File: src/rtl/fifo_mc_pkg.sv
// Shared types, default sizing and the round-robin helper for the multi-channel clearable FIFO.
// The bench's reference model calls rr_next as well.
package fifo_mc_pkg;

    localparam int unsigned NUM_CHAN   = 4;
    localparam int unsigned DEPTH      = 8;
    localparam int unsigned DATA_WIDTH = 32;
    localparam int unsigned CHAN_W     = (NUM_CHAN > 1) ? $clog2(NUM_CHAN) : 1;
    localparam int unsigned CNT_W      = $clog2(DEPTH + 1);
    localparam int unsigned MAX_CHAN   = 64;

    typedef logic [CHAN_W-1:0] chan_idx_t;
    typedef logic [CNT_W-1:0]  usage_t;

    // First eligible channel at or after ptr, wrapping modulo n; returns ptr when nothing is eligible.
    function automatic int unsigned rr_next(input int unsigned ptr,
                                            input logic [MAX_CHAN-1:0] eligible,
                                            input int unsigned n);
        int unsigned idx;
        rr_next = ptr;
        for (int k = MAX_CHAN - 1; k >= 0; k--) begin
            if (k < int'(n)) begin
                idx = (ptr + int'(k)) % n;
                if (eligible[idx[5:0]]) begin
                    rr_next = idx;
                end
            end
        end
    endfunction

endpackage

File: src/rtl/fifo_clearable_chan.sv
// One FIFO channel: circular storage, wrap-around pointers, a fill counter and a synchronous clear.
module fifo_clearable_chan
    import fifo_mc_pkg::*;
#(
    parameter int unsigned Depth     = DEPTH,
    parameter int unsigned DataWidth = DATA_WIDTH,
    localparam int unsigned CntW     = $clog2(Depth + 1),
    localparam int unsigned PtrW     = (Depth > 1) ? $clog2(Depth) : 1
) (
    input  logic                 clk,
    input  logic                 rst,
    input  logic                 clear,
    input  logic                 push,
    input  logic                 pop,
    input  logic [DataWidth-1:0] wdata,
    output logic [DataWidth-1:0] rdata,
    output logic [CntW-1:0]      usage,
    output logic                 full,
    output logic                 empty
);

    logic [DataWidth-1:0] mem_r [Depth];
    logic [PtrW-1:0]      wr_ptr_r;
    logic [PtrW-1:0]      rd_ptr_r;
    logic [CntW-1:0]      cnt_r;

    function automatic logic [PtrW-1:0] next_ptr(input logic [PtrW-1:0] p);
        return (p == PtrW'(Depth - 1)) ? {PtrW{1'b0}} : p + 1'b1;
    endfunction

    // Pointers and fill level; a clear wins over any handshake on this channel.
    always_ff @(posedge clk or posedge rst) begin
        if (rst) begin
            wr_ptr_r <= '0;
            rd_ptr_r <= '0;
            cnt_r    <= '0;
        end else if (clear) begin
            wr_ptr_r <= '0;
            rd_ptr_r <= '0;
            cnt_r    <= '0;
        end else begin
            if (push) wr_ptr_r <= next_ptr(wr_ptr_r);
            if (pop)  rd_ptr_r <= next_ptr(rd_ptr_r);
            if (push && !pop) begin
                cnt_r <= cnt_r + 1'b1;
            end else if (!push && pop) begin
                cnt_r <= cnt_r - 1'b1;
            end
        end
    end

    // Payload storage, deliberately left without reset.
    always_ff @(posedge clk) begin
        if (push) mem_r[wr_ptr_r] <= wdata;
    end

    assign rdata = mem_r[rd_ptr_r];
    assign usage = cnt_r;
    assign full  = (cnt_r == CntW'(Depth));
    assign empty = (cnt_r == {CntW{1'b0}});

endmodule

File: src/rtl/fifo_clearable_mc_chk.sv
// Protocol checker: push channel range and grant stability under backpressure.
module fifo_clearable_mc_chk #(
    parameter int unsigned NumChan   = 4,
    parameter int unsigned ChanW     = 2,
    parameter int unsigned DataWidth = 32
) (
    input logic                 clk,
    input logic                 rst,
    input logic [NumChan-1:0]   clear,
    input logic                 inp_valid,
    input logic [ChanW-1:0]     inp_chan,
    input logic                 oup_valid,
    input logic                 oup_ready,
    input logic [ChanW-1:0]     oup_chan,
    input logic [DataWidth-1:0] oup_data
);

    a_chan_range: assert property (@(posedge clk) disable iff (rst)
        inp_valid |-> (32'(inp_chan) < NumChan));

    // A stalled grant holds unless its own channel is being cleared.
    a_grant_stable: assert property (@(posedge clk) disable iff (rst)
        (oup_valid && !oup_ready) |=>
            (clear[$past(oup_chan)] || (oup_valid && $stable(oup_chan) && $stable(oup_data))));

endmodule

File: src/rtl/fifo_clearable_mc.sv
// Multi-channel clearable FIFO: tagged push demux, round-robin pop arbitration with a
// backpressure grant lock. Per-channel storage lives in fifo_clearable_chan.
module fifo_clearable_mc
    import fifo_mc_pkg::*;
#(
    parameter int unsigned NumChan   = NUM_CHAN,
    parameter int unsigned Depth     = DEPTH,
    parameter int unsigned DataWidth = DATA_WIDTH,
    localparam int unsigned ChanW    = (NumChan > 1) ? $clog2(NumChan) : 1,
    localparam int unsigned CntW     = $clog2(Depth + 1)
) (
    input  logic                    clk_i,
    input  logic                    rst_i,
    input  logic [NumChan-1:0]      clear_i,
    input  logic [DataWidth-1:0]    inp_data_i,
    input  logic [ChanW-1:0]        inp_chan_i,
    input  logic                    inp_valid_i,
    output logic                    inp_ready_o,
    output logic [DataWidth-1:0]    oup_data_o,
    output logic [ChanW-1:0]        oup_chan_o,
    output logic                    oup_valid_o,
    input  logic                    oup_ready_i,
    output logic [NumChan*CntW-1:0] usage_o,
    output logic [NumChan-1:0]      full_o,
    output logic [NumChan-1:0]      empty_o
);

    logic [NumChan-1:0]   push_s;
    logic [NumChan-1:0]   pop_s;
    logic [NumChan-1:0]   eligible_s;
    logic [DataWidth-1:0] head_s [NumChan];
    logic [MAX_CHAN-1:0]  elig_wide_s;
    logic [ChanW-1:0]     rr_grant_s;
    logic [ChanW-1:0]     grant_s;
    logic [ChanW-1:0]     rr_ptr_r;
    logic [ChanW-1:0]     lock_chan_r;
    logic                 lock_r;
    logic                 chan_ok_s;

    assign chan_ok_s   = (32'(inp_chan_i) < NumChan);
    assign inp_ready_o = chan_ok_s && !full_o[inp_chan_i] && !clear_i[inp_chan_i];
    assign eligible_s  = ~empty_o & ~clear_i;

    for (genvar c = 0; c < NumChan; c++) begin : g_chan
        assign push_s[c] = inp_valid_i && inp_ready_o && (inp_chan_i == ChanW'(c));
        assign pop_s[c]  = oup_valid_o && oup_ready_i && (grant_s == ChanW'(c));

        fifo_clearable_chan #(
            .Depth     (Depth),
            .DataWidth (DataWidth)
        ) u_chan (
            .clk   (clk_i),
            .rst   (rst_i),
            .clear (clear_i[c]),
            .push  (push_s[c]),
            .pop   (pop_s[c]),
            .wdata (inp_data_i),
            .rdata (head_s[c]),
            .usage (usage_o[c*CntW +: CntW]),
            .full  (full_o[c]),
            .empty (empty_o[c])
        );
    end

    // Grant selection: a locked grant survives until its handshake or until its channel drops out.
    always_comb begin
        elig_wide_s                = '0;
        elig_wide_s[NumChan-1:0]   = eligible_s;
        rr_grant_s = ChanW'(rr_next(32'(rr_ptr_r), elig_wide_s, NumChan));
        if (lock_r && eligible_s[lock_chan_r]) begin
            grant_s = lock_chan_r;
        end else begin
            grant_s = rr_grant_s;
        end
    end

    assign oup_valid_o = |eligible_s;
    assign oup_chan_o  = grant_s;
    assign oup_data_o  = head_s[grant_s];

    // Round-robin pointer advance and backpressure lock capture.
    always_ff @(posedge clk_i or posedge rst_i) begin
        if (rst_i) begin
            rr_ptr_r    <= '0;
            lock_r      <= 1'b0;
            lock_chan_r <= '0;
        end else begin
            if (oup_valid_o && oup_ready_i) begin
                rr_ptr_r <= (32'(grant_s) == NumChan - 1) ? {ChanW{1'b0}} : grant_s + 1'b1;
            end
            if (oup_valid_o && !oup_ready_i) begin
                lock_r      <= 1'b1;
                lock_chan_r <= grant_s;
            end else begin
                lock_r      <= 1'b0;
            end
        end
    end

    fifo_clearable_mc_chk #(
        .NumChan   (NumChan),
        .ChanW     (ChanW),
        .DataWidth (DataWidth)
    ) u_chk (
        .clk       (clk_i),
        .rst       (rst_i),
        .clear     (clear_i),
        .inp_valid (inp_valid_i),
        .inp_chan  (inp_chan_i),
        .oup_valid (oup_valid_o),
        .oup_ready (oup_ready_i),
        .oup_chan  (oup_chan_o),
        .oup_data  (oup_data_o)
    );

endmodule

File: config.mk
export PLATFORM = sky130hd
export DESIGN_NAME = fifo_clearable_mc
export DESIGN_NICKNAME = d
export VERILOG_FILES = /design/src/rtl/fifo_mc_pkg.sv /design/src/rtl/fifo_clearable_chan.sv /design/src/rtl/fifo_clearable_mc_chk.sv /design/src/rtl/fifo_clearable_mc.sv
export SDC_FILE = /design/constraint.sdc
export NUM_CORES = 1
export LEC_CHECK = 0
export CAP_MARGIN = 20
export CORE_MARGIN = 1.5
export CORE_UTILIZATION = 25
export CTS_CLUSTER_SIZE = 8
export DETAILED_ROUTE_END_ITERATION = 8
export DONT_BUFFER_PORTS = 1
export GPL_TIMING_DRIVEN = 0
export PLACE_DENSITY = 0.48
export SLEW_MARGIN = 15
export SYNTH_ARGS = -nofsm -noshare
export SYNTH_HDL_FRONTEND = slang
export SYNTH_SLANG_ARGS = --single-unit
File: constraint.sdc
create_clock -name clk_i -period 14.4 [get_ports clk_i]
set_input_delay 0 -clock clk_i [delete_from_list [all_inputs] [get_ports clk_i]]
set_output_delay 0 -clock clk_i [all_outputs]
set_load 0.01 [all_outputs]
==> results of run 1 <==
==> state kept, by name, indices dropped and copies added, names as in the netlist <==
name and count:
rr_ptr_r 2, lock_chan_r 2, g_chan.u_chan.usage 16, g_chan.u_chan.rd_ptr_r 12, g_chan.u_chan.mem_r 1024, g_chan.u_chan.wr_ptr_r 12, lock_r 1
==> worst paths after layout <==
path,depth (start not counted),to,start
worst max-delay path,20,g_chan[3].u_chan.usage[3],g_chan[3].u_chan.usage[0]
worst min-delay path,5,g_chan[3].u_chan.rd_ptr_r[2],clear_i[2]
worst max register to register,20,g_chan[3].u_chan.usage[3],g_chan[3].u_chan.usage[0]
worst min register to register,2,g_chan[3].u_chan.wr_ptr_r[0],g_chan[3].u_chan.wr_ptr_r[0]
max in group asynchronous,4,g_chan[2].u_chan.wr_ptr_r[0],rst_i
min in group asynchronous,4,g_chan[3].u_chan.usage[2],rst_i
==> critical path, cell delays in order (launching register included) <==
cell and delay (ps):
dfrtp_1 480, or4_4 620, clkinv_2 80, nor2_2 50
a311o_1 360, nand3_1 170, o21a_1 370, clkbuf_1 290
buf_2 380, buf_2 360, inv_1 80, ha_1 200
nand3_1 270, nand2_1 170, ha_1 310, a21o_1 180
a21oi_1 180, nor3_1 60, a31oi_1 190, xor2_1 160
nor2_1 60
==> per-layer routing <==
| layer | part of all wire | wire length (microns) |
|---|---|---|
| met1 | 0.46 | 50700 |
| met2 | 0.47 | 52100 |
| met3 | 0.051 | 5660 |
| met4 | 0.015 | 1700 |
| met5 | 0 | 0 |
==> power by group <==
group	leakage (nW)	internal (mW)	switching, mW
clock	2.00	1.91	1.25
combinational	4.38	0.717	1.40
sequential	9.81	3.45	0.0544
total	16.2	6.08	2.70
==> cell type report <==
cell class                 instances  area [sq um]  area share
inverter                          21          80.1     0.00155
timing repair buffer             230          2250      0.0436
sequential                      1069         31900       0.617
clock inverter                     8           120     0.00232
clock buffer                     183          3980      0.0771
tap                             2204          2760      0.0533
buffer                           115           488     0.00944
multi-input combinational        825         10100       0.196
antenna                            3          7.51    0.000145
==> synth_stat cells, drive strengths merged (2+ instances only) <==
cell	n	share of area
dfrtp	45	0.027
o211ai	34	0.0060
nor2	75	0.0068
nor4	6	0.0017
and3	3	0.00044
clkbuf	59	0.0052
a211oi	4	0.00071
nor4b	10	0.0021
nand2b	2	0.00030
mux4	256	0.14
a31oi	6	0.0016
o31ai	2	0.00068
nor2b	2	0.00047
o21ai	39	0.0046
ha	22	0.0065
mux2i	73	0.017
inv	20	0.0018
a21o	5	0.00089
a21oi	53	0.0063
edfxtp	1024	0.73
or3	6	0.00089
nand3	5	0.00071
xnor2	9	0.0024
nor3	22	0.0029
and2	2	0.00030
xor2	7	0.0014
nand3b	9	0.0016
nor3b	15	0.0027
o21a	2	0.00035
mux2	65	0.017
nand2	72	0.0064
or2	3	0.00044
buf	56	0.0061
fa	4	0.0019
==> cells by family after synthesis <==
family | Yosys count | synth area share
compound gates | 155 | 0.0237
mux | 394 | 0.171
flops | 1069 | 0.752
xor+xnor | 16 | 0.00384
simple gates | 234 | 0.0281
buf+inv | 136 | 0.0133
fa+ha+maj | 26 | 0.00839
==> metrics, run 1 <==
met2 Use GR 0.202; RD Place Congestion 0.798; CTS tree yes; DR iter-0 viols roughly 1800; Seq/Total Area, Yosys 0.752; Slew Viols, Final 0; number of global-route vias before repair 22700; main flop type after synthesis edfxtp_1; Worst Hold Class input port to register; CTS Buf Count 151; Placement Setup Slack 9270 ps; met1 Usage GRT 0.179; RSZ-0062 raised after global routing false; Worst R2R Setup Slack 9220 ps; setup bufs post-CTS 0; die footprint approximately 170000 sq um; post_cts resized 0; worst-margin pin slew 1150 ps; Fin Setup TNS 0 ps; GRT overflow 0; site row count 150; initial antenna violation count 0; Starting Density 0.253; DRT Pass-1 Iters 5; Rel. slew slack 0.233; CTS root buffer clkbuf_16; post-synthesis cell type count 60; Post-synth EDFFs slightly above 1000; hold slack slightly above 100 ps; Seq cells post-synth 1069; kind of critical path register to register; Filler cells 16300; Max Cap Viol 0; Final ANT Viol Nets 0; Cell Area, Synth 42400 sq um; vias post-DR 21500; status complete, no violations; H-tree Lvls 4; Clock Skew 21.3 ps; post-route cell area 51700 sq um; maximum vdd drop 0.000126 V; Worst Path Required 15000 ps; GR Util met3 0.0233; async set-reset flop share out of synthesis 0.0421; Synthesized Nets 2098; Die Width 415 microns; DR vias/cell roughly 4.6; maximum root-to-sink buffer count 3; startpoint types register; arrival time worst endpoint 5780 ps; Clock Latency Late Sink 740 ps; Detailed Place HPWL 77.5 mm; Max Clk Rate 193 MHz; first-pass GRT wire length 160 mm; final hold violation count 0; worst-path maximum fanout 10; Synth Area per Inst 20.9 sq um; Worst-path clk slew 50 ps; minimum clock period 5180 ps; post-layout power 8.78 mW; IO Pins 102; Syn-to-layout area delta 22.0%; Finished Core Util 0.308; Worst Setup End Kind register; final worst path period share 0.360; count of final setup violators 0; Total Routing Usage GR 0.127; Yosys Warn Count 0; Power Density around 170 nW/um^2; placed insts roughly 4400; mean routed wirelength per cell between 20 and 25 microns; worst setup margin 9220 ps; share of cells above drive strength 1 0.304; dpl cell area 46400 sq um; Die Span Y 415 microns; commonest non-fill, non-tap cells in the layout edfxtp_1, mux4_2, clkbuf_16; # hold bufs at CTS 71; Top Usage Layer GRT met2; LEAKAGE 16.2 nW; final wirelength ~110 mm; Gate Count Post-Synth 2030; IO Port Bufs 0; Finished Layout Cells 4658; DRC violations left 0; largest net degree at the start of global routing 33; Final nets 2481; clk sinks 1069; core area 168000 sq um; commonest non-fill, non-tap cell in the layout edfxtp_1
No activity file was read; power rests on OpenSTA's default activity.
==> run 2, diff against run 1 <==
clock period = 4.8 ns   (was 14.4 ns; I/O delays follow)
==> run 2 against run 1 <==
Compared with the run above: worst hold slack gained 12 ps; combinational power rose to 3.0 times the previous value; core utilization is 0.12 points higher; first-iteration DRC count down 2.5%; via count fell by 1.1%; register-to-register slack lost 9000 ps; critical path depth decreased by 3; worst setup slack got worse by 9000 ps; flip-flop and latch count did not move; clock skew rose by 6.0 ps.
==> metrics, run 2 (same netlist as run 1, synthesis figures left out) <==
Slew Viols, Final 0 (unchanged); Detailed Place HPWL 76.9 mm (-0.69%); kind of critical path register to register; hold path start inp_data_i[25]; Max stage delay on crit path 600 ps (-20 ps); crit-path cells or4_4 > and3_1 > o211a_1 > nor2_1 > mux2i_4 > clkbuf_4 > inv_1 > ha_1 > nand3_2 > nand2_1 > ha_1 > a21o_1 > a21oi_1 > nor3_1 > a31oi_1 > xor2_1 > nor2_1; Largest Register g_chan.u_chan.mem_r; clock power share 0.360 (about the same); final hold violation count 0 (unchanged); Storage cell area 31900 sq um (about the same); DRT Pass-1 Iters 5 (unchanged); mean routed wirelength per cell 23.7 microns (+0.40%); Top Usage Layer GRT met2; initial antenna violation count 6 (+6); commonest non-fill, non-tap cells in the layout edfxtp_1, mux4_2, clkbuf_16; first-pass GRT wire length 160 mm (-0.22%); Final nets 2457 (-0.97%); Worst-path clk slew 50 ps (about the same); core area 168000 sq um (unchanged); Starting Density 0.253 (unchanged); RR Endpoint g_chan[3].u_chan.usage[3]; Worst Path Required 5430 ps (-9570 ps); Filler cells 16200 (-0.56%); RD Place Congestion 0.826 (+3.5%); Pint 18.2 mW (+200%); Clock Latency Late Sink 760 ps (+20 ps); max reg flops 1024 (unchanged); worst-path maximum fanout 10 (unchanged); Placement Setup Slack -483 ps (-9750 ps); combinational share of power 0.243 (+0.002); maximum root-to-sink buffer count 3 (unchanged); minimum clock period 4540 ps (-641 ps); Flop pwr share 0.397 (-0.002); site row count 150 (unchanged); clk sinks 1069 (unchanged); CTS Buf Count 151 (unchanged); FF-to-FF Start g_chan[3].u_chan.usage[1]; Total Routing Usage GR 0.127 (-0.000171); IO Port Bufs 0 (unchanged); Worst Setup End Kind register; RSZ-0062 raised after global routing false; die footprint 172000 sq um (unchanged); Sw Ratio 0.313 (+0.00539); number of global-route vias before repair 22700 (+0.11%); status complete, no violations; Worst Reg-to-Reg Cells 17 (-15%); met1 Usage GRT 0.176 (-0.00255); largest net degree at the start of global routing 33 (unchanged); Rel. slew slack 0.284 (+0.0509); Worst Hold Class input port to register; vias post-DR 21300 (-1.1%); startpoint types register; worst-margin pin slew 1070 ps (-76.3 ps); Max Clk Rate 220 MHz (+14%); Die Width 415 microns (unchanged); commonest non-fill, non-tap cell in the layout edfxtp_1; GR Util met3 0.0243 (+0.00100); DR vias/cell 4.60 (-0.39%); LEAKAGE 16.1 nW (-0.36%); worst setup margin 256 ps (-8960 ps); final worst path period share 0.947 (+0.587); Min-Delay Endpoint g_chan[3].u_chan.mem_r[4][25]; Die Span Y 415 microns (unchanged); CTS root buffer clkbuf_16; IO Pins 102 (unchanged); maximum vdd drop 0.000319 V (+150%); H-tree Lvls 4 (unchanged); DR iter-0 viols 1737 (-2.5%); Critical Path Slowest Stage Cell or4_4; Worst R2R Setup Slack 260 ps (-8960 ps); count of final setup violators 0 (unchanged); GRT overflow 0 (unchanged); arrival time worst endpoint 5170 ps (-610 ps); CTS tree yes; Final ANT Viol Nets 0 (unchanged); share of cells above drive strength 1 0.304 (about the same); DRC violations left 0 (unchanged); Fin Setup TNS 0 ps (unchanged); final wirelength 110 mm (-0.26%); Syn-to-layout area delta 22.5%; Clock Skew 27.2 ps (+5.96 ps); Max Cap Viol 0 (unchanged); hold depth 1 (-4); met2 Use GR 0.203 (+0.00122); Psw 8.31 mW (+210%); Power Density 511 nW/um^2 (+200%); footprint of the multi-input gates 10200 sq um (+0.95%)
## run 2: cell count changes in the layout (fill, tap and decap cells not counted), moves of 4 or more
cell / previous run / this run
buf_2: 51 / 25
buf_6: 14 / 47
buf_4: 105 / 74
nor4b_4: 0 / 5
nor4b_2: 5 / 1
buf_8: 8 / 12
clkbuf_16: 155 / 151
clkinv_16: 1 / 5
clkbuf_1: 86 / 76
## run 2: stage by stage
step	total power [mW]	hold WS (ps)	utilization	cells	instance area (sq um)
finish	26.5	113	0.309	4627	51900
global placement	16.9	103	0.269	4234	45200
global route	27.6	109	0.309	4626	51900
detailed placement	17.0	28.2	0.277	4355	46500
CTS	26.9	20.6	0.308	4611	51600
floorplan	14.4	98.9	-	2030	42400
## run 2: timing repair
item / 4_1_cts / 5_1_grt
buffers inserted: 0 / 0
endpoints found under the hold margin: 1146 / 0
setup endpoints to repair: 32 / 1
hold buffers: 70 / 0
resized for setup: 11 / 8
## run 2: worst max-delay path by stage
stage / depth (start not counted) / from / to / slack (ps)
2_1_floorplan: 4 / g_chan[1].u_chan.usage[3] / g_chan[1].u_chan.mem_r[0][0] / 9
3_3_place_gp: 4 / g_chan[0].u_chan.usage[3] / g_chan[0].u_chan.mem_r[0][13] / -3960
3_5_place_dp: 20 / g_chan[3].u_chan.usage[0] / g_chan[3].u_chan.usage[3] / -480
4_1_cts: 17 / g_chan[3].u_chan.usage[0] / g_chan[3].u_chan.usage[3] / 60
5_1_grt: 17 / g_chan[3].u_chan.usage[0] / g_chan[3].u_chan.usage[3] / 20
6_report: 17 / g_chan[3].u_chan.usage[1] / g_chan[3].u_chan.usage[3] / 260
## run 2: per-layer routing
metal  up-vias  wire (microns)
li1       9080               -
met1     11500           49300
met2       589           52400
met3       146            6200
met4         0            1930
met5         -               0
## run 2: final cells by class
type,instances,area share
clock inverters,16,0.00612
inverters,21,0.00154
clock buffers,170,0.0742
repair buffers,207,0.0442
multi-input cells,825,0.197
well taps,2204,0.0531
diodes,1,0.0000482
plain buffers,114,0.00957
flip-flops and latches,1069,0.614
## run 2: worst max-delay path: cells and delay by family, from the launching register on
family | cells | cell delay [ps]
AND/OR/NAND/NOR | 7 | 1500
AO/OA/AOI/OAI | 4 | 890
adder cells (fa/ha/maj) | 2 | 520
flip-flops | 1 | 470
multiplexers | 1 | 430
buffers and inverters | 2 | 390
XOR/XNOR | 1 | 190
## run 2: power groups by stage
stage | clock [mW] | combinational (mW) | sequential [mW]
after floorplan | 0 | 3.80 | 10.6
after CTS | 9.80 | 6.60 | 10.5
after global placement | 0 | 6.22 | 10.7
final | 9.55 | 6.45 | 10.5
after detailed placement | 0 | 6.30 | 10.7
after global routing | 10.1 | 6.95 | 10.5
